**config.mk**
```make
export PLATFORM = sky130hd
export DESIGN_NAME = y_update_engine_flat
export DESIGN_NICKNAME = d
export VERILOG_FILES = /design/src/rtl/y_update_engine_if.sv /design/src/rtl/y_update_engine.sv /design/src/flat_wrapper.sv
export SDC_FILE = /design/constraint.sdc
export NUM_CORES = 1
export LEC_CHECK = 0
export BUFFER_PORTS_ARGS = -buffer_cell sky130_fd_sc_hd__buf_2
export CORE_MARGIN = 3
export CORE_UTILIZATION = 25
export CTS_CLUSTER_SIZE = 40
export DETAILED_ROUTE_END_ITERATION = 8
export PLACE_DENSITY = 0.38
export SLEW_MARGIN = 15
export SYNTH_ARGS = -nofsm -noshare
export SYNTH_HDL_FRONTEND = slang
export SYNTH_SLANG_ARGS = --single-unit
```
**constraint.sdc**
```tcl
create_clock -name clock -period 7.5 [get_ports clock]
set_clock_uncertainty 0.15 [all_clocks]
set_input_delay 0.75 -clock clock [delete_from_list [all_inputs] [get_ports clock]]
set_output_delay 0.75 -clock clock [all_outputs]
set_load 0.05 [all_outputs]
```
**src/rtl/y_update_engine_if.sv**
```systemverilog
// Bus bundle for y_update_engine.
// Groups the record input handshake, the Y SRAM port and the shared FP add/sub port.
//   in_*      : branch-change record stream (valid/ready)
//   mem_*     : Y SRAM word port (read data one cycle after mem_rd, lane-masked write)
//   fp_*      : external FP add/sub unit (result FP_LAT cycles after issue)
// master = the update engine, slave = the surrounding system (reader, SRAM, FP unit).
interface y_update_engine_if #(
    parameter int FW     = 24,
    parameter int LANES  = 4,
    parameter int IDX_W  = 16,
    parameter int ADDR_W = 18
);
    logic                      in_valid;
    logic                      in_ready;
    logic [IDX_W-1:0]          in_row;
    logic [IDX_W-1:0]          in_col;
    logic [FW-1:0]             in_real;
    logic [FW-1:0]             in_img;
    logic                      in_remove;

    logic [ADDR_W-1:0]         mem_addr;
    logic                      mem_rd;
    logic [LANES*2*FW-1:0]     mem_rdata;
    logic                      mem_we;
    logic [2*FW-1:0]           mem_wdata;
    logic [LANES-1:0]          mem_lane_oh;

    logic [FW-1:0]             fp_in1;
    logic [FW-1:0]             fp_in2;
    logic                      fp_mode;
    logic [FW-1:0]             fp_out;

    modport master (
        input  in_valid, in_row, in_col, in_real, in_img, in_remove,
        output in_ready,
        output mem_addr, mem_rd, mem_we, mem_wdata, mem_lane_oh,
        input  mem_rdata,
        output fp_in1, fp_in2, fp_mode,
        input  fp_out
    );

    modport slave (
        output in_valid, in_row, in_col, in_real, in_img, in_remove,
        input  in_ready,
        input  mem_addr, mem_rd, mem_we, mem_wdata, mem_lane_oh,
        output mem_rdata,
        input  fp_in1, fp_in2, fp_mode,
        output fp_out
    );
endinterface

```
**src/rtl/y_update_engine.sv**
```systemverilog
// Y-matrix update engine.
// Pops branch-change records (row, col, dY) from a small FIFO and applies them to the
// Y SRAM by read-modify-write through the shared FP add/sub unit:
//   Y[r][r] += dY, Y[c][c] += dY, Y[r][c] -= dY, Y[c][r] -= dY  (signs flip on removal)
// Ports:
//   clock, reset : single clock, synchronous active-high reset
//   enable       : gates popping of new records only
//   bus          : record handshake, SRAM port and FP port (y_update_engine_if.master)
//   busy / idle  : FSM active / FIFO empty and FSM idle
//   rec_done     : one-cycle pulse after the last write of a record
//   err_range    : one-cycle pulse when a record with an out-of-range index is dropped
//   rec_count    : applied-record count, wraps at 16 bits
//
// state | meaning
// IDLE  | waiting for a queued record and enable
// POP   | latch FIFO head, range check, address first target
// RD    | SRAM read strobe for current target
// RDW   | capture lane entry, set up real-part FP operands
// FPR   | real part issued to FP unit
// FPI   | imag part issued to FP unit
// FPW   | wait for the imag result (FP_LAT cycles)
// WR    | lane-masked write of the new entry
module y_update_engine #(
    parameter int FW     = 24,
    parameter int N      = 1024,
    parameter int LANES  = 4,
    parameter int IDX_W  = 16,
    parameter int ADDR_W = 18,
    parameter int DEPTH  = 8,
    parameter int FP_LAT = 1
) (
    input  logic                 clock,
    input  logic                 reset,
    input  logic                 enable,
    y_update_engine_if.master    bus,
    output logic                 busy,
    output logic                 idle,
    output logic                 rec_done,
    output logic                 err_range,
    output logic [15:0]          rec_count
);
    localparam int EW    = 2 * FW;
    localparam int LOG2L = $clog2(LANES);
    localparam int WPR   = N / LANES;
    localparam int PW    = $clog2(DEPTH);
    localparam logic [PW:0]    FULL_CNT = (PW+1)'(DEPTH);
    localparam logic [32:0]    N_EXT    = 33'(N);
    localparam logic [2:0]     CNT_LOAD = 3'(FP_LAT + 3);

    typedef enum logic [2:0] {
        S_IDLE, S_POP, S_RD, S_RDW, S_FPR, S_FPI, S_FPW, S_WR
    } state_t;

    typedef struct packed {
        logic             remove;
        logic [FW-1:0]    re;
        logic [FW-1:0]    im;
        logic [IDX_W-1:0] row;
        logic [IDX_W-1:0] col;
    } rec_t;

    // Target order for a branch: (r,r), (c,c), (r,c), (c,r). Shunts use only index 0.
    function automatic logic [IDX_W-1:0] tgt_row(input logic [1:0] k,
                                                  input logic [IDX_W-1:0] r,
                                                  input logic [IDX_W-1:0] c);
        return (k == 2'd1 || k == 2'd3) ? c : r;
    endfunction

    function automatic logic [IDX_W-1:0] tgt_col(input logic [1:0] k,
                                                  input logic [IDX_W-1:0] r,
                                                  input logic [IDX_W-1:0] c);
        return (k == 2'd1 || k == 2'd2) ? c : r;
    endfunction

    function automatic logic [ADDR_W-1:0] addr_of(input logic [IDX_W-1:0] t,
                                                   input logic [IDX_W-1:0] u);
        return ADDR_W'(t) * ADDR_W'(WPR) + ADDR_W'(u >> LOG2L);
    endfunction

    // ---------------- record FIFO ----------------
    rec_t             fifo_q [DEPTH];
    logic [PW-1:0]    wr_ptr_q, wr_ptr_d, rd_ptr_q, rd_ptr_d;
    logic [PW:0]      count_q, count_d;
    logic             push, pop;
    rec_t             head;

    assign head         = fifo_q[rd_ptr_q];
    assign bus.in_ready = (count_q != FULL_CNT) && !reset;
    assign push         = bus.in_valid && bus.in_ready;

    always_comb begin
        wr_ptr_d = push ? wr_ptr_q + 1'b1 : wr_ptr_q;
        rd_ptr_d = pop  ? rd_ptr_q + 1'b1 : rd_ptr_q;
        count_d  = count_q;
        case ({push, pop})
            2'b10:   count_d = count_q + 1'b1;
            2'b01:   count_d = count_q - 1'b1;
            default: count_d = count_q;
        endcase
    end

    always_ff @(posedge clock) begin
        if (push) begin
            fifo_q[wr_ptr_q] <= '{remove: bus.in_remove, re: bus.in_real, im: bus.in_img,
                                  row: bus.in_row, col: bus.in_col};
        end
    end

    // ---------------- engine ----------------
    state_t            state_q, state_d;
    rec_t              rec_q, rec_d;
    logic [1:0]        tgt_q, tgt_d;
    logic [2:0]        cnt_q, cnt_d;
    logic [FW-1:0]     old_im_q, old_im_d;
    logic [FW-1:0]     res_re_q, res_re_d;
    logic [ADDR_W-1:0] mem_addr_q, mem_addr_d;
    logic              mem_rd_q, mem_rd_d;
    logic              mem_we_q, mem_we_d;
    logic [EW-1:0]     mem_wdata_q, mem_wdata_d;
    logic [LANES-1:0]  lane_oh_q, lane_oh_d;
    logic [FW-1:0]     fp_in1_q, fp_in1_d, fp_in2_q, fp_in2_d;
    logic              fp_mode_q, fp_mode_d;
    logic              busy_q, busy_d, idle_q, idle_d;
    logic              rec_done_q, rec_done_d, err_q, err_d;
    logic [15:0]       rec_count_q, rec_count_d;

    logic              issue_rd;
    logic [IDX_W-1:0]  rd_t, rd_u;
    logic [IDX_W-1:0]  cur_u;
    logic [LOG2L-1:0]  cur_lane;
    logic              cur_mode, cur_last, bad_idx;
    logic [EW-1:0]     lane_word;

    assign cur_u    = tgt_col(tgt_q, rec_q.row, rec_q.col);
    assign cur_lane = cur_u[LOG2L-1:0];
    // Diagonal targets (0,1) add, off-diagonal (2,3) subtract; removal flips both.
    assign cur_mode = tgt_q[1] ^ rec_q.remove;
    assign cur_last = (rec_q.row == rec_q.col) ? (tgt_q == 2'd0) : (tgt_q == 2'd3);
    assign bad_idx  = (33'(head.row) >= N_EXT) || (33'(head.col) >= N_EXT);

    always_comb begin
        lane_word = '0;
        for (int k = 0; k < LANES; k++) begin
            if (cur_lane == LOG2L'(k)) lane_word = bus.mem_rdata[k*EW +: EW];
        end
    end

    always_comb begin
        state_d     = state_q;
        rec_d       = rec_q;
        tgt_d       = tgt_q;
        cnt_d       = (cnt_q != 3'd0) ? cnt_q - 3'd1 : 3'd0;
        old_im_d    = old_im_q;
        res_re_d    = res_re_q;
        mem_addr_d  = mem_addr_q;
        mem_wdata_d = mem_wdata_q;
        mem_rd_d    = 1'b0;
        mem_we_d    = 1'b0;
        lane_oh_d   = '0;
        fp_in1_d    = '0;
        fp_in2_d    = '0;
        fp_mode_d   = 1'b0;
        rec_done_d  = 1'b0;
        err_d       = 1'b0;
        rec_count_d = rec_count_q;
        pop         = 1'b0;
        issue_rd    = 1'b0;
        rd_t        = '0;
        rd_u        = '0;

        // cnt runs down from FP_LAT+3 in RDW: 2 marks the real result, 1 the imag result.
        if ((state_q == S_FPI || state_q == S_FPW) && cnt_q == 3'd2) res_re_d = bus.fp_out;

        case (state_q)
            S_IDLE: begin
                if (count_q != '0 && enable) state_d = S_POP;
            end
            S_POP: begin
                pop   = 1'b1;
                rec_d = head;
                if (bad_idx) begin
                    err_d   = 1'b1;
                    state_d = S_IDLE;
                end else begin
                    tgt_d    = 2'd0;
                    issue_rd = 1'b1;
                    rd_t     = head.row;
                    rd_u     = head.row;
                    state_d  = S_RD;
                end
            end
            S_RD: begin
                cnt_d   = CNT_LOAD;
                state_d = S_RDW;
            end
            S_RDW: begin
                old_im_d  = lane_word[FW-1:0];
                fp_in1_d  = lane_word[EW-1 -: FW];
                fp_in2_d  = rec_q.re;
                fp_mode_d = cur_mode;
                state_d   = S_FPR;
            end
            S_FPR: begin
                fp_in1_d  = old_im_q;
                fp_in2_d  = rec_q.im;
                fp_mode_d = cur_mode;
                state_d   = S_FPI;
            end
            S_FPI: begin
                state_d = S_FPW;
            end
            S_FPW: begin
                if (cnt_q == 3'd1) begin
                    mem_we_d    = 1'b1;
                    lane_oh_d   = LANES'(1) << cur_lane;
                    mem_wdata_d = {res_re_q, bus.fp_out};
                    state_d     = S_WR;
                end
            end
            S_WR: begin
                if (cur_last) begin
                    rec_done_d  = 1'b1;
                    rec_count_d = rec_count_q + 16'd1;
                    state_d     = S_IDLE;
                end else begin
                    tgt_d    = tgt_q + 2'd1;
                    issue_rd = 1'b1;
                    rd_t     = tgt_row(tgt_q + 2'd1, rec_q.row, rec_q.col);
                    rd_u     = tgt_col(tgt_q + 2'd1, rec_q.row, rec_q.col);
                    state_d  = S_RD;
                end
            end
            default: state_d = S_IDLE;
        endcase

        if (issue_rd) begin
            mem_rd_d   = 1'b1;
            mem_addr_d = addr_of(rd_t, rd_u);
        end

        busy_d = (state_d != S_IDLE);
        idle_d = (state_d == S_IDLE) && (count_d == '0);
    end

    always_ff @(posedge clock) begin
        if (reset) begin
            state_q     <= S_IDLE;
            rec_q       <= '0;
            tgt_q       <= '0;
            cnt_q       <= '0;
            old_im_q    <= '0;
            res_re_q    <= '0;
            mem_addr_q  <= '0;
            mem_rd_q    <= 1'b0;
            mem_we_q    <= 1'b0;
            mem_wdata_q <= '0;
            lane_oh_q   <= '0;
            fp_in1_q    <= '0;
            fp_in2_q    <= '0;
            fp_mode_q   <= 1'b0;
            busy_q      <= 1'b0;
            idle_q      <= 1'b1;
            rec_done_q  <= 1'b0;
            err_q       <= 1'b0;
            rec_count_q <= '0;
            wr_ptr_q    <= '0;
            rd_ptr_q    <= '0;
            count_q     <= '0;
        end else begin
            state_q     <= state_d;
            rec_q       <= rec_d;
            tgt_q       <= tgt_d;
            cnt_q       <= cnt_d;
            old_im_q    <= old_im_d;
            res_re_q    <= res_re_d;
            mem_addr_q  <= mem_addr_d;
            mem_rd_q    <= mem_rd_d;
            mem_we_q    <= mem_we_d;
            mem_wdata_q <= mem_wdata_d;
            lane_oh_q   <= lane_oh_d;
            fp_in1_q    <= fp_in1_d;
            fp_in2_q    <= fp_in2_d;
            fp_mode_q   <= fp_mode_d;
            busy_q      <= busy_d;
            idle_q      <= idle_d;
            rec_done_q  <= rec_done_d;
            err_q       <= err_d;
            rec_count_q <= rec_count_d;
            wr_ptr_q    <= wr_ptr_d;
            rd_ptr_q    <= rd_ptr_d;
            count_q     <= count_d;
        end
    end

    // Strobes are masked by reset so no access leaks out in the cycle reset is raised.
    assign bus.mem_addr    = mem_addr_q;
    assign bus.mem_rd      = mem_rd_q & ~reset;
    assign bus.mem_we      = mem_we_q & ~reset;
    assign bus.mem_wdata   = mem_wdata_q;
    assign bus.mem_lane_oh = reset ? '0 : lane_oh_q;
    assign bus.fp_in1      = fp_in1_q;
    assign bus.fp_in2      = fp_in2_q;
    assign bus.fp_mode     = fp_mode_q;
    assign busy            = busy_q;
    assign idle            = idle_q;
    assign rec_done        = rec_done_q;
    assign err_range       = err_q;
    assign rec_count       = rec_count_q;
endmodule

```
**src/flat_wrapper.sv**
```systemverilog
// flat-port wrapper written by rule: the top's interface ports become plain ports
module y_update_engine_flat 
#(
    parameter int FW     = 24,
    parameter int N      = 1024,
    parameter int LANES  = 4,
    parameter int IDX_W  = 16,
    parameter int ADDR_W = 18,
    parameter int DEPTH  = 8,
    parameter int FP_LAT = 1
)
  (clock, reset, enable, busy, idle, rec_done, err_range, rec_count, bus_in_valid, bus_in_row, bus_in_col, bus_in_real, bus_in_img, bus_in_remove, bus_in_ready, bus_mem_addr, bus_mem_rd, bus_mem_we, bus_mem_wdata, bus_mem_lane_oh, bus_mem_rdata, bus_fp_in1, bus_fp_in2, bus_fp_mode, bus_fp_out);
  y_update_engine_if #(.FW(FW), .LANES(LANES), .IDX_W(IDX_W), .ADDR_W(ADDR_W)) bus_i ();
  input  logic clock;
  input  logic reset;
  input  logic enable;
  output logic busy;
  output logic idle;
  output logic rec_done;
  output logic err_range;
  output logic [15:0] rec_count;
  input wire logic [$bits(bus_i.in_valid)-1:0] bus_in_valid;
  input wire logic [$bits(bus_i.in_row)-1:0] bus_in_row;
  input wire logic [$bits(bus_i.in_col)-1:0] bus_in_col;
  input wire logic [$bits(bus_i.in_real)-1:0] bus_in_real;
  input wire logic [$bits(bus_i.in_img)-1:0] bus_in_img;
  input wire logic [$bits(bus_i.in_remove)-1:0] bus_in_remove;
  output wire logic [$bits(bus_i.in_ready)-1:0] bus_in_ready;
  output wire logic [$bits(bus_i.mem_addr)-1:0] bus_mem_addr;
  output wire logic [$bits(bus_i.mem_rd)-1:0] bus_mem_rd;
  output wire logic [$bits(bus_i.mem_we)-1:0] bus_mem_we;
  output wire logic [$bits(bus_i.mem_wdata)-1:0] bus_mem_wdata;
  output wire logic [$bits(bus_i.mem_lane_oh)-1:0] bus_mem_lane_oh;
  input wire logic [$bits(bus_i.mem_rdata)-1:0] bus_mem_rdata;
  output wire logic [$bits(bus_i.fp_in1)-1:0] bus_fp_in1;
  output wire logic [$bits(bus_i.fp_in2)-1:0] bus_fp_in2;
  output wire logic [$bits(bus_i.fp_mode)-1:0] bus_fp_mode;
  input wire logic [$bits(bus_i.fp_out)-1:0] bus_fp_out;
  assign bus_i.in_valid = bus_in_valid;
  assign bus_i.in_row = bus_in_row;
  assign bus_i.in_col = bus_in_col;
  assign bus_i.in_real = bus_in_real;
  assign bus_i.in_img = bus_in_img;
  assign bus_i.in_remove = bus_in_remove;
  assign bus_in_ready = bus_i.in_ready;
  assign bus_mem_addr = bus_i.mem_addr;
  assign bus_mem_rd = bus_i.mem_rd;
  assign bus_mem_we = bus_i.mem_we;
  assign bus_mem_wdata = bus_i.mem_wdata;
  assign bus_mem_lane_oh = bus_i.mem_lane_oh;
  assign bus_i.mem_rdata = bus_mem_rdata;
  assign bus_fp_in1 = bus_i.fp_in1;
  assign bus_fp_in2 = bus_i.fp_in2;
  assign bus_fp_mode = bus_i.fp_mode;
  assign bus_i.fp_out = bus_fp_out;
  y_update_engine #(.FW(FW), .N(N), .LANES(LANES), .IDX_W(IDX_W), .ADDR_W(ADDR_W), .DEPTH(DEPTH), .FP_LAT(FP_LAT)) u_core (.clock(clock), .reset(reset), .enable(enable), .bus(bus_i), .busy(busy), .idle(idle), .rec_done(rec_done), .err_range(err_range), .rec_count(rec_count));
endmodule
```
Yosys cells after proc, flatten, opt, wreduce, memory -nomap -nowiden --
Memory sizes are Yosys's and may differ from the RTL's. A register that Yosys moved wholly into a read port is not among the register bits. Index checks and enable logic that the tools add are counted. W data, S select, Z words.
Word-level totals: register bits 288, bits in latches 0, memory bits (writable) 648, bits in read-only memories 0, bits of input ports 301, output and inout bits 142, word-level logic and storage cells 142, memories 1
Operators by class: add/subtract/negate cells 8, multipliers 0, div/mod/pow operators 0, $lt $le $gt $ge 2, equality and inequality tests 24, shifts and indexed selects 1, multiplexer cells 39, bitwise operators 10, reductions and logical operators 30
Memories:
- u_core.fifo_q | words 8, bits a word 81, rd ports 1, clocked after memory_dff 1, write ports 1, RTL line y_update_engine.sv:81 | rec_t fifo_q [DEPTH];
Operators with widths (number):
- $mux W48 | 4
- $pmux W24 S2 | 2
- $mux W16 | 3
- $ge A16 B11 Y1 const B | 2
- $pmux W16 S2 | 1
- $pmux W3 S8 | 1
- $mux W10 | 2
- $pmux W10 S2 | 1
- $add A18 B14 Y18 | 1
- $mux W3 | 6
- $add A16 B1 Y16 const B | 1
- $eq A16 B16 Y1 | 1
- $eq A2 B2 Y1 const B | 7
- $eq A3 B3 Y1 const B | 4
- $mux W1 | 10
- $mux W2 | 5
- $reduce_or A2 Y1 | 5
- $eq A3 B2 Y1 const B | 3
- $eq A2 B1 Y1 const B | 4
- $pmux W4 S2 | 1
- $not A1 Y1 | 7
- $add A3 B1 Y3 const B | 2
- $eq A3 B1 Y1 const B | 2
- $logic_not A3 Y1 | 2
- 23 further kinds | 37

Depth between registers and ports, before layout --
Gate-level depths: netlist (run 1).
depth after elaboration 9, gate-level depth with buffers 18, mapped depth without buffers 14

Least setup slack after synthesis (run 1) --
Ideal clock, no wire load.
path kind input port to flip-flop, from input port reset, to memory u_core.fifo_q[0][0] (netlist name), enable pin, library setup time 0.620 ns, arrival 7.531 ns, required time 6.730 ns, slack -0.801 ns, stages 4, path buffers 0, cell sequence a21oi_1 > and2_0 > nand2b_1 > nor3_1
On the way: word-level cells in the longest chain between the ends 5
RTL lines:
- start, declared | RTL line flat_wrapper.sv:15 | input logic reset;
- $logic_not A1 Y1 | RTL line y_update_engine.sv:88 | assign bus.in_ready = (count_q != FULL_CNT) && !reset;
- $logic_and A1 B1 Y1 | RTL line y_update_engine.sv:88
- $logic_and A1 B1 Y1 | RTL line y_update_engine.sv:89 | assign push = bus.in_valid && bus.in_ready;
- $mux W1 | RTL line y_update_engine.sv:103 | if (push) begin
- $mux W1 (implied by the code) | RTL line y_update_engine.sv:104 | fifo_q[wr_ptr_q] <= '{remove: bus.in_remove, re: bus.in_real, im: bus.in_img,
- end, declared | RTL line y_update_engine.sv:81
No other way between the ends.

==> results of run 1 <==
layout make-up:
class	instances	area [um2]	area share [%]
diodes	7	17.5	0.0393
clock buffers	146	2890	6.50
clock inverters	52	626	1.41
inverters	21	81.3	0.183
multi-input cells	1212	10700	24.0
flip-flops and latches	939	25300	56.8
well taps	1903	2380	5.35
repair buffers	472	2520	5.67
logic make-up (layout without fill, tap and decap cells):
| kind of cell | Yosys count | in the layout |
|---|---|---|
| adders and majority gates | 20 | 20 |
| buffers and inverters | 174 | 691 |
| AOI/OAI and AO/OA | 337 | 337 |
| DFF | 939 | 939 |
| and+or+nand+nor | 515 | 515 |
| muxes | 304 | 304 |
| other | 0 | 7 |
| xor gates and xnor gates | 36 | 36 |
cell usage after synthesis, types with 14 or more instances:
library cell / n / area share (%)
edfxtp_1: 648 / 53
dfxtp_1: 291 / 16
nand2_1: 265 / 2.7
mux4_2: 196 / 12
nor2_1: 165 / 1.7
a21oi_1: 147 / 2.0
clkbuf_1: 104 / 1.1
mux2i_1: 87 / 2.4
a211oi_1: 80 / 1.6
a22oi_1: 48 / 0.98
buf_2: 32 / 0.44
xnor2_1: 29 / 0.69
o21ai_0: 22 / 0.30
inv_1: 21 / 0.22
ha_1: 18 / 0.62
mux4_1: 14 / 1.0
sequential cells by signal, summed over array words and instances (netlist names), 2 cells and up, named ones only:
signal	cells
u_core.cnt_q	3
u_core.state_q	3
u_core.bus.fp_in2	24
u_core.tgt_q	2
u_core.wr_ptr_q	3
u_core.rec_count	16
u_core.rec_q	81
u_core.bus.fp_in1	24
u_core.res_re_q	24
u_core.lane_oh_q	4
u_core.rd_ptr_q	3
u_core.count_q	4
u_core.fifo_q	648
u_core.bus.mem_wdata	48
u_core.bus.mem_addr	18
u_core.old_im_q	24
where the power goes:
| group | switching [uW] | internal, uW | leakage, uW |
|---|---|---|---|
| clock network | 2140 | 3050 | 0.00170 |
| logic | 1240 | 1060 | 0.00474 |
| registers | 310 | 5830 | 0.00821 |
through the flow:
step / area [um2] / cells / hold slack, ps / power (uW)
after global placement: 41000 / 4547 / 278 / 8600
after CTS: 44500 / 4745 / 70.9 / 13900
final: 44500 / 4752 / 145 / 13600
after detailed placement: 41000 / 4547 / 294 / 8630
after global routing: 44500 / 4745 / 95.9 / 14300
after floorplan: 36600 / 2325 / 267 / 7830
worst paths after layout:
kind	start	endpoint	depth (start not counted)
setup reg to reg	flip-flop	u_core.bus.mem_addr[16]$_SDFFE_PP0P_	13
hold / removal	bus_in_col[13]	u_core.fifo_q[3][13]$_DFFE_PP_	1
setup / recovery	flip-flop	u_core.bus.mem_addr[16]$_SDFFE_PP0P_	13
hold reg to reg	u_core.res_re_q[17]$_SDFFE_PP0P_	u_core.bus.mem_wdata[41]$_SDFFE_PP0P_	2
routing by layer:
| layer | global-route usage (%) | part of all wire (%) | vias to the layer above |
|---|---|---|---|
| li1 | - | - | 9830 |
| met1 | 17.3 | 41 | 10994 |
| met2 | 25.0 | 49 | 603 |
| met3 | 4.30 | 6.7 | 199 |
| met4 | 4.06 | 2.8 | 14 |
| met5 | 0 | 0.085 | - |
==> results.yml, run 1 <==
outcome:
  outcome: "finished clean"
drt:
  routedWlPerCell_um: 23.4
  vias: 21640
  via_per_inst: 4.55
  drt-pass1-iter-count: 5
  wl_um: 111000
  drc: 0
  drt_iter0_drc: 1147
  postRouteAntennaNets: 0
clocking:
  numCtsBuffers: 105
  clk_pin_slew_ps: 60
  clockBufferDepth: 3
  root_buffer: "clkbuf_16"
  hold_buffers: 0
  htreeDepth: 3
  insertion_delay_ps: 720
  post_cts_resize_count: 0
  post_cts.repair.setup_buffers: 0
  cts.sinks: 939
  cts_tree: "built"
worst_setup_path:
  cpMaxStageDelayCell: "dfxtp_4"
  crit_type: "reg -> reg"
  worstSetupStartpointType: "flip-flop"
  cp_data_arrival_time_ps: 5420
  rrSetupSlack_ps: 2450
  cp.required_ps: 7870
  cp_slowest_stage_delay_ps: 910
  worstSetupEndpointType: "flip-flop"
  crit_family: "compound AO/OA/AOI/OAI gates"
  crit_fanout: 38
  crit_buf_inv: 1
  cp_cell_sequence: "buf_4 -> mux4_2 -> mux2i_1 -> o22ai_1 -> ha_1 -> fa_1 -> a21o_1 -> a21oi_1 -> nor2b_1 -> o21ai_0 -> nand2b_1 -> a221oi_1 -> a311oi_1"
die:
  initial_core_util_pct: 25.3
  die_w_um: 389
  core-area_mm2: 0.145
  rows: 139
  fp.dieArea_mm2: 0.151
  pin_count: 443
  die_y_um: 389
layout:
  fillers: 14348
  finish.utilization_pct: 30.8
  layout_common_cells: "648 x edfxtp_1, 441 x buf_2, 288 x dfxtp_1, 265 x nand2_1, 196 x mux4_2"
  final_common_cell: "edfxtp_1"
  areaGrowthSynthToFinish_pct: 21.6
  nNetsFinal: 3072
  drive_above_1_share_pct: 30.3
global_routing:
  antenna_found_initial: 35
  grt_pass1_wl_um: 160000
  grt_overflow: 0
  grt_pass1_vias: 22537
  grt_max_degree: 118
  track_usage_pct: 14.4
logic_synthesis:
  synth_top_family_by_area: "multiplexers"
  syn_nets: 2646
  synthFlopType: "edfxtp_1"
  ys_types: 58
  netlist_area_mm2: 0.0366
  syn_inst: 2325
  yosysWarnings: 0
  yosys.area_share.xor_xnor_pct: 0.861
  synth-compound-area-share_pct: 5.81
  yosys.area_share.simple_pct: 5.90
  synthAdderAreaFrac_pct: 0.725
  async_reset_ff_share_pct: 0
  ys_ff_latch: 939
  synth_mux_area_share_pct: 15.7
  synth-edff-count: 648
  seq_area_frac_synth_pct: 69.1
  synth_area_per_cell_um2: 15.7
placed_design:
  dp_hpwl_um: 70500
  portBuffers: 442
  dp_slack_ps: 2390
  gp_congestion: 0.905
pwr:
  vdd_drop_max_mv: 0.210
  powerDensity_mw_per_mm2: 306
  p_leak_uw: 0.0147
sta:
  fin_tns_setup_ps: 0
  tightestPinTransition_ps: 1110
  period_needed_ps: 5050
  relSlewSlack_pct: 25.9
  fmax_ghz: 0.198
  finalSetupViolations: 0
  rsz0062_at_grt: "no"
  setup_slack_ps: 2450
  period_share_pct: 67.3
  slew_violations: 0
  hold_viol: 0
min_path:
  hold_path_class: "in -> reg"
flow_run:
  maxCapViolations: 0
Note: power is estimated with default switching activity, not from simulation.
==> inputs of run 2 (changes only) <==
--- a/config.mk
+++ b/config.mk
@@ -10,7 +10,7 @@
 export CORE_UTILIZATION = 25
 export CTS_CLUSTER_SIZE = 40
 export DETAILED_ROUTE_END_ITERATION = 8
-export PLACE_DENSITY = 0.38
+export PLACE_DENSITY = 0.37
 export SLEW_MARGIN = 15
 export SYNTH_ARGS = -nofsm -noshare
 export SYNTH_HDL_FRONTEND = slang
==> constraint.sdc (replaced) <==
create_clock -name clock -period 4.8 [get_ports clock]
set_clock_uncertainty 0.15 [all_clocks]
set_input_delay 0.48 -clock clock [delete_from_list [all_inputs] [get_ports clock]]
set_output_delay 0.48 -clock clock [all_outputs]
set_load 0.05 [all_outputs]
==> run 2 against run 1 <==
Via count up 3.3%. Routed wire length is 1.7% higher. Final area is 3.4% higher. Critical path type unchanged.
==> results.yml, run 2 (same netlist as run 1, synthesis figures left out) <==
pwr:
  net-switching-power_uw: 5840
  power_frac_seq_pct: 44.0
  p_leak_uw: 0.0154
  vdd_drop_max_mv: 0.297
  p_int_uw: 15700
  combPwrFrac_pct: 18.0
  powerDensity_mw_per_mm2: 468
  switching_share_pct: 27.1
  p_clk_share_pct: 38.0
drt:
  postRouteAntennaNets: 0
  drt-pass1-iter-count: 5
  drt_iter0_drc: 1178
  routedWlPerCell_um: 23.1
  via_per_inst: 4.55
  vias: 22347
  wl_um: 113000
  drc: 0
die:
  initial_core_util_pct: 25.3
  rows: 139
  pin_count: 443
  die_w_um: 389
  fp.dieArea_mm2: 0.151
  core-area_mm2: 0.145
  die_y_um: 389
clocking:
  cts.sinks: 939
  post_cts_resize_count: 0
  clk_pin_slew_ps: 60
  insertion_delay_ps: 710
  clockBufferDepth: 3
  numCtsBuffers: 108
  htreeDepth: 3
  cts_tree: "built"
  root_buffer: "clkbuf_16"
  post_cts.repair.setup_buffers: 0
layout:
  fin_cells: 4910
  areaGrowthSynthToFinish_pct: 25.8
  largest_register_ffs: 648
  drive_above_1_share_pct: 30.3
  final_common_cell: "edfxtp_1"
  layout_common_cells: "648 x edfxtp_1, 441 x buf_2, 288 x dfxtp_1, 265 x nand2_1, 196 x mux4_2"
  regArea_mm2: 0.0253
  finish.utilization_pct: 31.9
  nNetsFinal: 3221
  largest_register: "u_core.fifo_q"
  final_cell_area_mm2: 0.0460
  fillers: 14325
  multiInputGateArea_mm2: 0.0107
outcome:
  outcome: "finished clean"
sta:
  hold_viol: 0
  finalSetupViolations: 0
  tightestPinTransition_ps: 1160
  period_needed_ps: 4340
  rsz0062_at_grt: "no"
  fmax_ghz: 0.230
  whs_ps: 105
  relSlewSlack_pct: 22.6
  slew_violations: 0
  period_share_pct: 90.5
worst_setup_path:
  worstSetupEndpointType: "flip-flop"
  cp.required_ps: 5240
  crit_fanout: 26
  cp_data_arrival_time_ps: 4780
  worstSetupStartpointType: "flip-flop"
  rrSetupSlack_ps: 460
  crit_type: "reg -> reg"
placed_design:
  gp_congestion: 0.912
  portBuffers: 442
  dp.cells: 4586
  place_area_mm2: 0.0414
  dp_hpwl_um: 73200
global_routing:
  antenna_found_initial: 20
  grt_pass1_vias: 23578
  grt_max_degree: 146
  track_usage_pct: 14.7
  grt_pass1_wl_um: 164000
  grt_overflow: 0
min_path:
  hold_path_class: "in -> reg"
flow_run:
  maxCapViolations: 0
[run 2: changes by cell type in the layout (fill, tap and decap cells not counted), sizes merged]
cell / before / now
clkinvlp: 4 / 1
clkbuf: 146 / 150
dlygate4sd3: 0 / 107
bufinv: 10 / 7
inv: 23 / 26
buf: 472 / 511
clkinv: 36 / 43
diode: 7 / 11
[run 2: critical path, cell delays in order, from the launching register on]
cell and delay [ps]:
dfxtp_4 660, mux4_1 610, mux2i_1 260, and4_4 300, nand4_2 250, o22ai_1 320, ha_1 290, a21o_1 180
a21oi_1 220, o21bai_1 100, a21oi_1 240, o21bai_1 160, and4_1 220, a311o_1 260
[run 2: power by group through the flow]
| stage | registers (uW) | clock network [uW] | logic, uW |
|---|---|---|---|
| finish | 9480 | 8190 | 3870 |
| global route | 9540 | 8820 | 4250 |
| CTS | 9490 | 8500 | 4010 |
| detailed placement | 9660 | 0 | 3900 |
| global placement | 9640 | 0 | 3890 |
| floorplan | 9550 | 0 | 2690 |
[run 2: worst paths after layout]
kind	endpoint	depth (start not counted)	startpoint
max	u_core.bus.mem_addr[17]$_SDFFE_PP0P_	13	flip-flop
min	u_core.bus.fp_in1[1]$_SDFF_PP0_	4	bus_mem_rdata[169]
max reg2reg	u_core.bus.mem_addr[17]$_SDFFE_PP0P_	13	flip-flop
min reg2reg	u_core.bus.mem_addr[10]$_SDFFE_PP0P_	2	u_core.bus.mem_addr[10]$_SDFFE_PP0P_
[run 2: final cells by class]
| class | count | share of cell area [%] |
|---|---|---|
| diodes | 11 | 0.0598 |
| clock buffers | 150 | 6.61 |
| clock inverters | 56 | 1.10 |
| inverters | 21 | 0.177 |
| multi-input cells | 1212 | 23.2 |
| flip-flops and latches | 939 | 54.9 |
| well taps | 1903 | 5.17 |
| repair buffers | 618 | 8.71 |
[run 2: metal layers]
metal  global-route usage (%)  vias to the layer above  part of all wire [%]
li1                         -                    10142                     -
met1                     18.3                    11378                    42
met2                     25.3                      655                    49
met3                     3.69                      168                   6.1
met4                     3.95                        4                   2.6
met5                        0                        -                 0.014
[run 2: metrics by stage]
| step | total power (uW) | TNS [ps] | setup slack [ps] |
|---|---|---|---|
| 6_report | 21500 | 0 | 457 |
| 4_1_cts | 22000 | 0 | 327 |
| 2_1_floorplan | 12200 | -474700 | -1080 |
| 3_5_place_dp | 13600 | 0 | 361 |
| 3_3_place_gp | 13500 | 0 | 373 |
| 5_1_grt | 22600 | 0 | 116 |
[run 2: what timing repair did]
action	4_1_cts	5_1_grt
hold buffers	107	0
hold endpoints to repair	715	0
setup endpoints to repair	0	0
